--- src/rtl/morph_pkg.sv ---
// Shared types and constants for the binary morphology window filter.
package morph_pkg;

  // Frame-level operation selected by the mode input (5-7 decode as bypass).
  typedef enum logic [2:0] {
    BYPASS = 3'd0,
    ERODE  = 3'd1,
    DILATE = 3'd2,
    OPEN   = 3'd3,
    CLOSE  = 3'd4
  } morph_mode_e;

  // Per-stage window reduction.
  typedef enum logic [1:0] {
    PASS   = 2'd0,
    AND_OP = 2'd1,
    OR_OP  = 2'd2
  } stage_op_e;

  // Frame-sync control states.
  typedef enum logic {
    WAIT_SOF = 1'b0,
    RUN      = 1'b1
  } ctrl_state_e;

  localparam int STAGE_LAT = 2;
  localparam int TOTAL_LAT = 5;

endpackage

--- src/rtl/morph_stage.sv ---
// One morphology stage: KSIZE-1 one-bit line buffers, a KSIZE x KSIZE causal
// window and an AND/OR/pass reduction. Two register levels, so latency is 2
// clocks whatever the op. The window result is tagged with the input
// coordinates of the pixel that completed it.
module morph_stage
  import morph_pkg::*;
#(
  parameter int IMG_WIDTH = 640,
  parameter int X_WIDTH   = 10,
  parameter int Y_WIDTH   = 10,
  parameter int KSIZE     = 3
) (
  input  logic               clk,
  input  logic               reset,
  input  stage_op_e          op,
  input  logic               in_b,
  input  logic               in_v,
  input  logic [X_WIDTH-1:0] in_x,
  input  logic [Y_WIDTH-1:0] in_y,
  output logic               out_b,
  output logic               out_v,
  output logic [X_WIDTH-1:0] out_x,
  output logic [Y_WIDTH-1:0] out_y
);

  localparam int NB = KSIZE - 1;
  localparam logic [X_WIDTH:0] IMG_W_EXT = (X_WIDTH + 1)'(IMG_WIDTH);

  // Line buffers hold no reset: rows above y = KSIZE-1 are masked by the border rule.
  logic                     lb [NB][IMG_WIDTH];
  logic [NB-1:0]            lb_rd;
  logic [KSIZE-1:0]         col_new;
  logic                     x_ok;
  // Window: row r occupies bits [r*KSIZE +: KSIZE]; row KSIZE-1 is the
  // current line and bit KSIZE-1 of each row is the newest column.
  logic [KSIZE*KSIZE-1:0]   win_q;
  logic                     v1_q;
  logic [X_WIDTH-1:0]       x1_q;
  logic [Y_WIDTH-1:0]       y1_q;
  logic                     border;
  logic                     result;

  // Handshake: qualifier only, no back-pressure. A pixel transfers on every
  // clock where its valid (in_v / out_v) is 1; there is no ready signal.

  assign x_ok = ({1'b0, in_x} < IMG_W_EXT);

  // Build the incoming window column: current pixel plus the rows above it.
  always_comb begin
    lb_rd   = '0;
    col_new = '0;
    if (x_ok) begin
      for (int j = 0; j < NB; j++) lb_rd[j] = lb[j][in_x];
    end
    col_new[KSIZE-1] = in_b;
    for (int j = 0; j < NB; j++) col_new[KSIZE-2-j] = lb_rd[j];
  end

  // Line buffer cascade; out-of-range columns never write.
  always_ff @(posedge clk) begin
    if (in_v && x_ok) begin
      lb[0][in_x] <= in_b;
      for (int j = 1; j < NB; j++) lb[j][in_x] <= lb[j-1][in_x];
    end
  end

  // Window shift and coordinate capture, frozen while in_v is low.
  always_ff @(posedge clk) begin
    if (reset) begin
      win_q <= '0;
      v1_q  <= 1'b0;
      x1_q  <= '0;
      y1_q  <= '0;
    end else begin
      v1_q <= in_v;
      if (in_v) begin
        x1_q <= in_x;
        y1_q <= in_y;
        for (int r = 0; r < KSIZE; r++)
          win_q[r*KSIZE +: KSIZE] <= {col_new[r], win_q[r*KSIZE+1 +: KSIZE-1]};
      end
    end
  end

  // Window reduction; the border masks partial windows at line/frame start.
  always_comb begin
    border = (x1_q < X_WIDTH'(KSIZE - 1)) || (y1_q < Y_WIDTH'(KSIZE - 1));
    result = 1'b0;
    case (op)
      PASS:    result = win_q[KSIZE*KSIZE-1];
      AND_OP:  result = !border && (&win_q);
      OR_OP:   result = !border && (|win_q);
      default: result = 1'b0;
    endcase
  end

  // Output register; coordinates hold their last value when idle.
  always_ff @(posedge clk) begin
    if (reset) begin
      out_b <= 1'b0;
      out_v <= 1'b0;
      out_x <= '0;
      out_y <= '0;
    end else begin
      out_v <= v1_q;
      out_b <= v1_q & result;
      if (v1_q) begin
        out_x <= x1_q;
        out_y <= y1_q;
      end
    end
  end

endmodule

--- src/rtl/morph_window_filter.sv ---
// Binary morphology filter for the VGA pixel path: binarise, then two
// morph_stage instances in series (erode/dilate/open/close/bypass), mode
// latched at each start of frame. Fixed 5-clock latency.
// Build option: MORPH_THRESH_EN selects threshold binarisation on the
// RGB component sum instead of the red MSB.
module morph_window_filter
  import morph_pkg::*;
#(
  parameter int IMG_WIDTH = 640,
  parameter int X_WIDTH   = 10,
  parameter int Y_WIDTH   = 10,
  parameter int KSIZE     = 3
) (
  input  logic               clk,
  input  logic               reset,
  input  logic [11:0]        i_data,
  input  logic [X_WIDTH-1:0] x_coor,
  input  logic [Y_WIDTH-1:0] y_coor,
  input  logic               DE,
  input  logic [2:0]         mode,
  input  logic [3:0]         thresh,
  output logic [11:0]        o_data,
  output logic               o_valid,
  output logic [X_WIDTH-1:0] o_x,
  output logic [Y_WIDTH-1:0] o_y,
  output ctrl_state_e        dbg_state
);

  ctrl_state_e        state_q, state_d;
  logic [2:0]         mode_q;
  logic               sof;
  logic               run_in;
  logic               bin_d;
  logic               b0_q, v0_q;
  logic [X_WIDTH-1:0] x0_q, x_mid;
  logic [Y_WIDTH-1:0] y0_q, y_mid;
  logic               b_mid, v_mid;
  logic               b_out, v_out;
  stage_op_e          op1, op2;

  assign sof       = DE && (x_coor == '0) && (y_coor == '0);
  // The start-of-frame pixel itself belongs to the new frame.
  assign run_in    = (state_q == RUN) || sof;
  assign dbg_state = state_q;

`ifdef MORPH_THRESH_EN
  logic [5:0] px_sum;
  logic [5:0] thr_x3;
  assign px_sum = 6'(i_data[11:8]) + 6'(i_data[7:4]) + 6'(i_data[3:0]);
  assign thr_x3 = 6'(thresh) * 6'd3;
  assign bin_d  = (px_sum >= thr_x3);
`else
  logic unused_inputs;
  assign unused_inputs = ^{thresh, i_data[10:0]};
  assign bin_d         = i_data[11];
`endif

  // Control state register and per-frame mode latch.
  always_ff @(posedge clk) begin
    if (reset) begin
      state_q <= WAIT_SOF;
      mode_q  <= 3'd0;
    end else begin
      state_q <= state_d;
      if (sof) mode_q <= mode;
    end
  end

  // Next state: leave WAIT_SOF on the first (0,0) pixel, then stay in RUN.
  always_comb begin
    state_d = state_q;
    case (state_q)
      WAIT_SOF: if (sof) state_d = RUN;
      RUN:      state_d = RUN;
      default:  state_d = WAIT_SOF;
    endcase
  end

  // Binarise stage, with coordinates and qualifier registered alongside.
  always_ff @(posedge clk) begin
    if (reset) begin
      b0_q <= 1'b0;
      v0_q <= 1'b0;
      x0_q <= '0;
      y0_q <= '0;
    end else begin
      b0_q <= bin_d;
      v0_q <= DE && run_in;
      x0_q <= x_coor;
      y0_q <= y_coor;
    end
  end

  // Map the latched mode onto the two stage operations.
  always_comb begin
    op1 = PASS;
    op2 = PASS;
    case (morph_mode_e'(mode_q))
      ERODE:   begin op1 = AND_OP; op2 = PASS;   end
      DILATE:  begin op1 = OR_OP;  op2 = PASS;   end
      OPEN:    begin op1 = AND_OP; op2 = OR_OP;  end
      CLOSE:   begin op1 = OR_OP;  op2 = AND_OP; end
      default: begin op1 = PASS;   op2 = PASS;   end
    endcase
  end

  morph_stage #(
    .IMG_WIDTH(IMG_WIDTH), .X_WIDTH(X_WIDTH), .Y_WIDTH(Y_WIDTH), .KSIZE(KSIZE)
  ) u_stage1 (
    .clk(clk), .reset(reset), .op(op1),
    .in_b(b0_q), .in_v(v0_q), .in_x(x0_q), .in_y(y0_q),
    .out_b(b_mid), .out_v(v_mid), .out_x(x_mid), .out_y(y_mid)
  );

  morph_stage #(
    .IMG_WIDTH(IMG_WIDTH), .X_WIDTH(X_WIDTH), .Y_WIDTH(Y_WIDTH), .KSIZE(KSIZE)
  ) u_stage2 (
    .clk(clk), .reset(reset), .op(op2),
    .in_b(b_mid), .in_v(v_mid), .in_x(x_mid), .in_y(y_mid),
    .out_b(b_out), .out_v(v_out), .out_x(o_x), .out_y(o_y)
  );

  assign o_valid = v_out;
  assign o_data  = {12{v_out & b_out}};

endmodule

--- config.mk ---
export PLATFORM = sky130hd
export DESIGN_NAME = morph_window_filter
export DESIGN_NICKNAME = d
export VERILOG_FILES = /design/src/rtl/morph_pkg.sv /design/src/rtl/morph_stage.sv /design/src/rtl/morph_window_filter.sv
export SDC_FILE = /design/constraint.sdc
export NUM_CORES = 2
export LEC_CHECK = 0
export ABC_AREA = 1
export BUFFER_PORTS_ARGS = -buffer_cell sky130_fd_sc_hd__buf_2
export CAP_MARGIN = 10
export CORE_MARGIN = 2
export CORE_UTILIZATION = 35
export CTS_BUF_LIST = sky130_fd_sc_hd__clkbuf_4
export CTS_CLUSTER_DIAMETER = 150
export CTS_CLUSTER_SIZE = 12
export DETAILED_ROUTE_END_ITERATION = 12
export PLACE_DENSITY = 0.57
export SKIP_LAST_GASP = 1
export SLEW_MARGIN = 20
export SYNTH_ARGS = -nofsm -noshare
export SYNTH_HDL_FRONTEND = slang
export SYNTH_SLANG_ARGS = --single-unit
export TNS_END_PERCENT = 10
--- constraint.sdc ---
create_clock -name clk -period 12.9 [get_ports clk]
set_input_delay 0.645 -clock clk [delete_from_list [all_inputs] [get_ports clk]]
set_output_delay 0.645 -clock clk [all_outputs]
set_load 0.1 [all_outputs]
==> results_dict.tcl <==
set metrics [dict create \
    status "complete, no violations" \
    period_minus_slack_ps 6546 \
    top_regs "u_stage1.lb: 1280 flops, u_stage2.lb: 1280 flops" \
    layout_common_cells "nand2_1 (5362), edfxtp_1 (2560), nor2_1 (1673), clkbuf_4 (322), nand3_1 (170)" \
    cts_max_path_buffers 4 \
    dieWidth_um 573.5 \
    clk_latency_ps 1260 \
    htreeDepth 5 \
    cts_tree "built" \
    synth_nets 11340 \
    tightest_slew_ps 1165 \
    p_leak_nw 45.83 \
    die_h_um 573.5 \
    critPathLaunchType "register" \
    slew_headroom 0.2216 \
    ant_nets 0 \
    synth-seq-area-share 0.7001 \
    grt_pass1_vias 75520 \
    fin_crit_sh 0.5075 \
    grt_pass1_wl_um 494100 \
    numPortBuffers 60 \
    dieArea_um2 328900 \
    start_util 0.3510 \
    vias 79350 \
    setup_viol 0 \
    seqCellArea_um2 79500 \
    power_mw 14.08 \
    worstHoldPathType "register to register" \
    yosysWarningCount 0 \
    ir_drop_v 0.00008656 \
    wl_um 340700 \
    antenna_found_initial 22 \
    path_buf_inv 5 \
    fin_setup_tns_ps 0 \
    grt_usage 0.2010 \
    grt_max_degree 246 \
    io_pins 76 \
    synthCells 11300 \
    setup.worst_path.class "register to register" \
    drc 0 \
    crit_path_cell_trace "buf_12, nor2_4, buf_4, buf_4, a22oi_1, nand2_1, nand2_1, nand2_1, nor2_1, nand2_1, nand2_1, nand2_1, nor2_1, nand3_4, buf_4, buf_4" \
    multi_input_comb_area_um2 30690 \
    cts.sinks 2690 \
    synth_area_um2 113500 \
    drive_above_1_share 0.05703 \
    first_pass_iters 7 \
    mostFrequentLayoutCell "nand2_1" \
    drv_slew 0 \
    area_growth_pct 6.963 \
    place_hpwl_um 182000 \
    slowest_delay_ps 840 \
    cts_setup_buffers 0 \
    path_delay_family "buffers and inverters" \
    finalClockSkew_ps 93.08 \
    cp-end-kind "register" \
    coreArea_um2 323500 \
    post_drt_via_cell_ratio 5.083 \
    crit_path_top_delay_cell "buf_4" \
    fillers 32330 \
    wl_per_cell_um 21.82 \
    drtIter0Drc 8433 \
    cp_max_fo 91 \
    synth-seq-cells 2690 \
    grt-ovfl-total 0 \
    rows 209 \
    post_cts_resized 0 \
    critPathRequiredTime_ps 13760 \
    place_congestion 0.8363 \
    hold_violations 0 \
    synth.distinct_cells 32 \
    cp.arrival_ps 7410 \
    grt_setup_unrepaired "no" \
    clk_pin_slew_worst_paths_ps 160 \
    numCtsBuffers 266 \
    fmax_ghz 0.1528 \
    p_per_area_nw_per_um2 115.9 \
    finalNetCount 11250 \
    max-cap-violations 0 \
    cpMostUsedCell "nand2_1" \
    avgSynthCellArea_um2 10.05 \
    root_buffer "clkbuf_4" \
]
path summary, 6_finish.rpt:
check / from / endpoint / slack [ps] / depth (start not counted)
worst max-delay path: x0_q[1]$_SDFF_PP0_ / u_stage1.lb[0][721]$_DFFE_PP_ / 6350 / 16
worst min-delay path: u_stage2.y1_q[8]$_SDFFE_PP0P_ / u_stage2.out_y[8]$_SDFFE_PP0P_ / 450 / 2
worst max register to register: x0_q[1]$_SDFF_PP0_ / u_stage1.lb[0][721]$_DFFE_PP_ / 6350 / 16
worst min register to register: u_stage2.y1_q[8]$_SDFFE_PP0P_ / u_stage2.out_y[8]$_SDFFE_PP0P_ / 450 / 2
routing by layer:
layer | wire, µm | track usage | vias to the layer above
met5 | 41 | 0 | -
met4 | 10280 | 0.06351 | 6
met3 | 28880 | 0.03158 | 560
met2 | 155600 | 0.3203 | 3140
met1 | 145800 | 0.2809 | 38880
li1 | - | - | 36770
worst register-to-register path: stages (launching register included):
cell	delay [ps]
dfxtp_4	550
buf_12	320
nor2_4	870
buf_4	530
buf_4	800
a22oi_1	240
nand2_1	120
nand2_1	70
nand2_1	120
nor2_1	80
nand2_1	70
nand2_1	40
nand2_1	150
nor2_1	100
nand3_4	400
buf_4	850
buf_4	810
layout make-up:
class                           count  share of cell area
Clock buffer                      322             0.01991
Inverter                          200            0.006522
Antenna cell                       11           0.0002267
Timing Repair Buffer              304             0.02030
Clock inverter                     12            0.001082
Sequential cell                  2690              0.6547
Multi-Input combinational cell   7747              0.2527
Tap cell                         4325             0.04456
cells by family (layout without fill, tap and decap cells):
family | after synthesis | after routing | synth area share
adders and majority gates | 3 | 3 | 0.0003307
and+or+nand+nor | 7415 | 7415 | 0.2516
buffers and inverters | 859 | 838 | 0.03147
DFF | 2690 | 2690 | 0.7001
AOI/OAI and AO/OA | 329 | 329 | 0.01655
other | 0 | 11 | 0
cell usage after synthesis:
cell	count	area share
a211oi_1	4	0.00026
nand2_2	2	0.00011
clkinv_1	11	0.00036
o41ai_1	2	0.00015
nor4_1	6	0.00033
nor2_1	1676	0.055
nor2_2	2	0.00011
nor3_2	11	0.00097
nor2_4	2	0.00020
dfxtp_1	130	0.023
o21ai_1	8	0.00035
o21ai_0	121	0.0053
or2_0	1	0.000055
a32oi_1	1	0.000077
buf_4	19	0.0013
o22ai_1	1	0.000055
o2111a_1	1	0.000099
a41oi_1	1	0.000077
buf_1	48	0.0016
nor3_1	23	0.0010
clkbuf_1	371	0.012
a21oi_1	110	0.0048
edfxtp_1	2560	0.68
ha_1	3	0.00033
nand3_1	176	0.0078
buf_2	221	0.0097
nand2_1	5369	0.18
nand4_1	146	0.0080
inv_1	174	0.0058
a22oi_1	80	0.0053
inv_2	15	0.00050
and2_1	1	0.000055
repair_timing:
action	CTS	global route
setup endpoints to repair	0	0
endpoints found under the hold margin	35	0
hold buffers	68	0
power by group:
part / leakage, nW / switching [mW] / total (mW) / internal, mW
Combinational: 18.4 / 0.447 / 0.562 / 0.116
Clock: 1.56 / 2.73 / 3.94 / 1.21
Sequential: 25.9 / 0.0106 / 9.58 / 9.57
Total: 45.8 / 3.18 / 14.1 / 10.9
stage by stage:
step / hold slack, ps / instances / area (µm²) / worst slack [ps] / util
final: 454.3 / 15610 / 121400 / 6354 / 0.3754
after global routing: 434.8 / 15610 / 121400 / 5886 / 0.3753
after CTS: 320.3 / 15600 / 121400 / 6332 / 0.3753
after detailed placement: 437.5 / 15200 / 118200 / 6420 / 0.3653
after global placement: 439.3 / 15200 / 118100 / 6468 / 0.3652
after floorplan: 430.6 / 11300 / 113500 / 179.5 / -
Power figures use the tool's default switching activity.
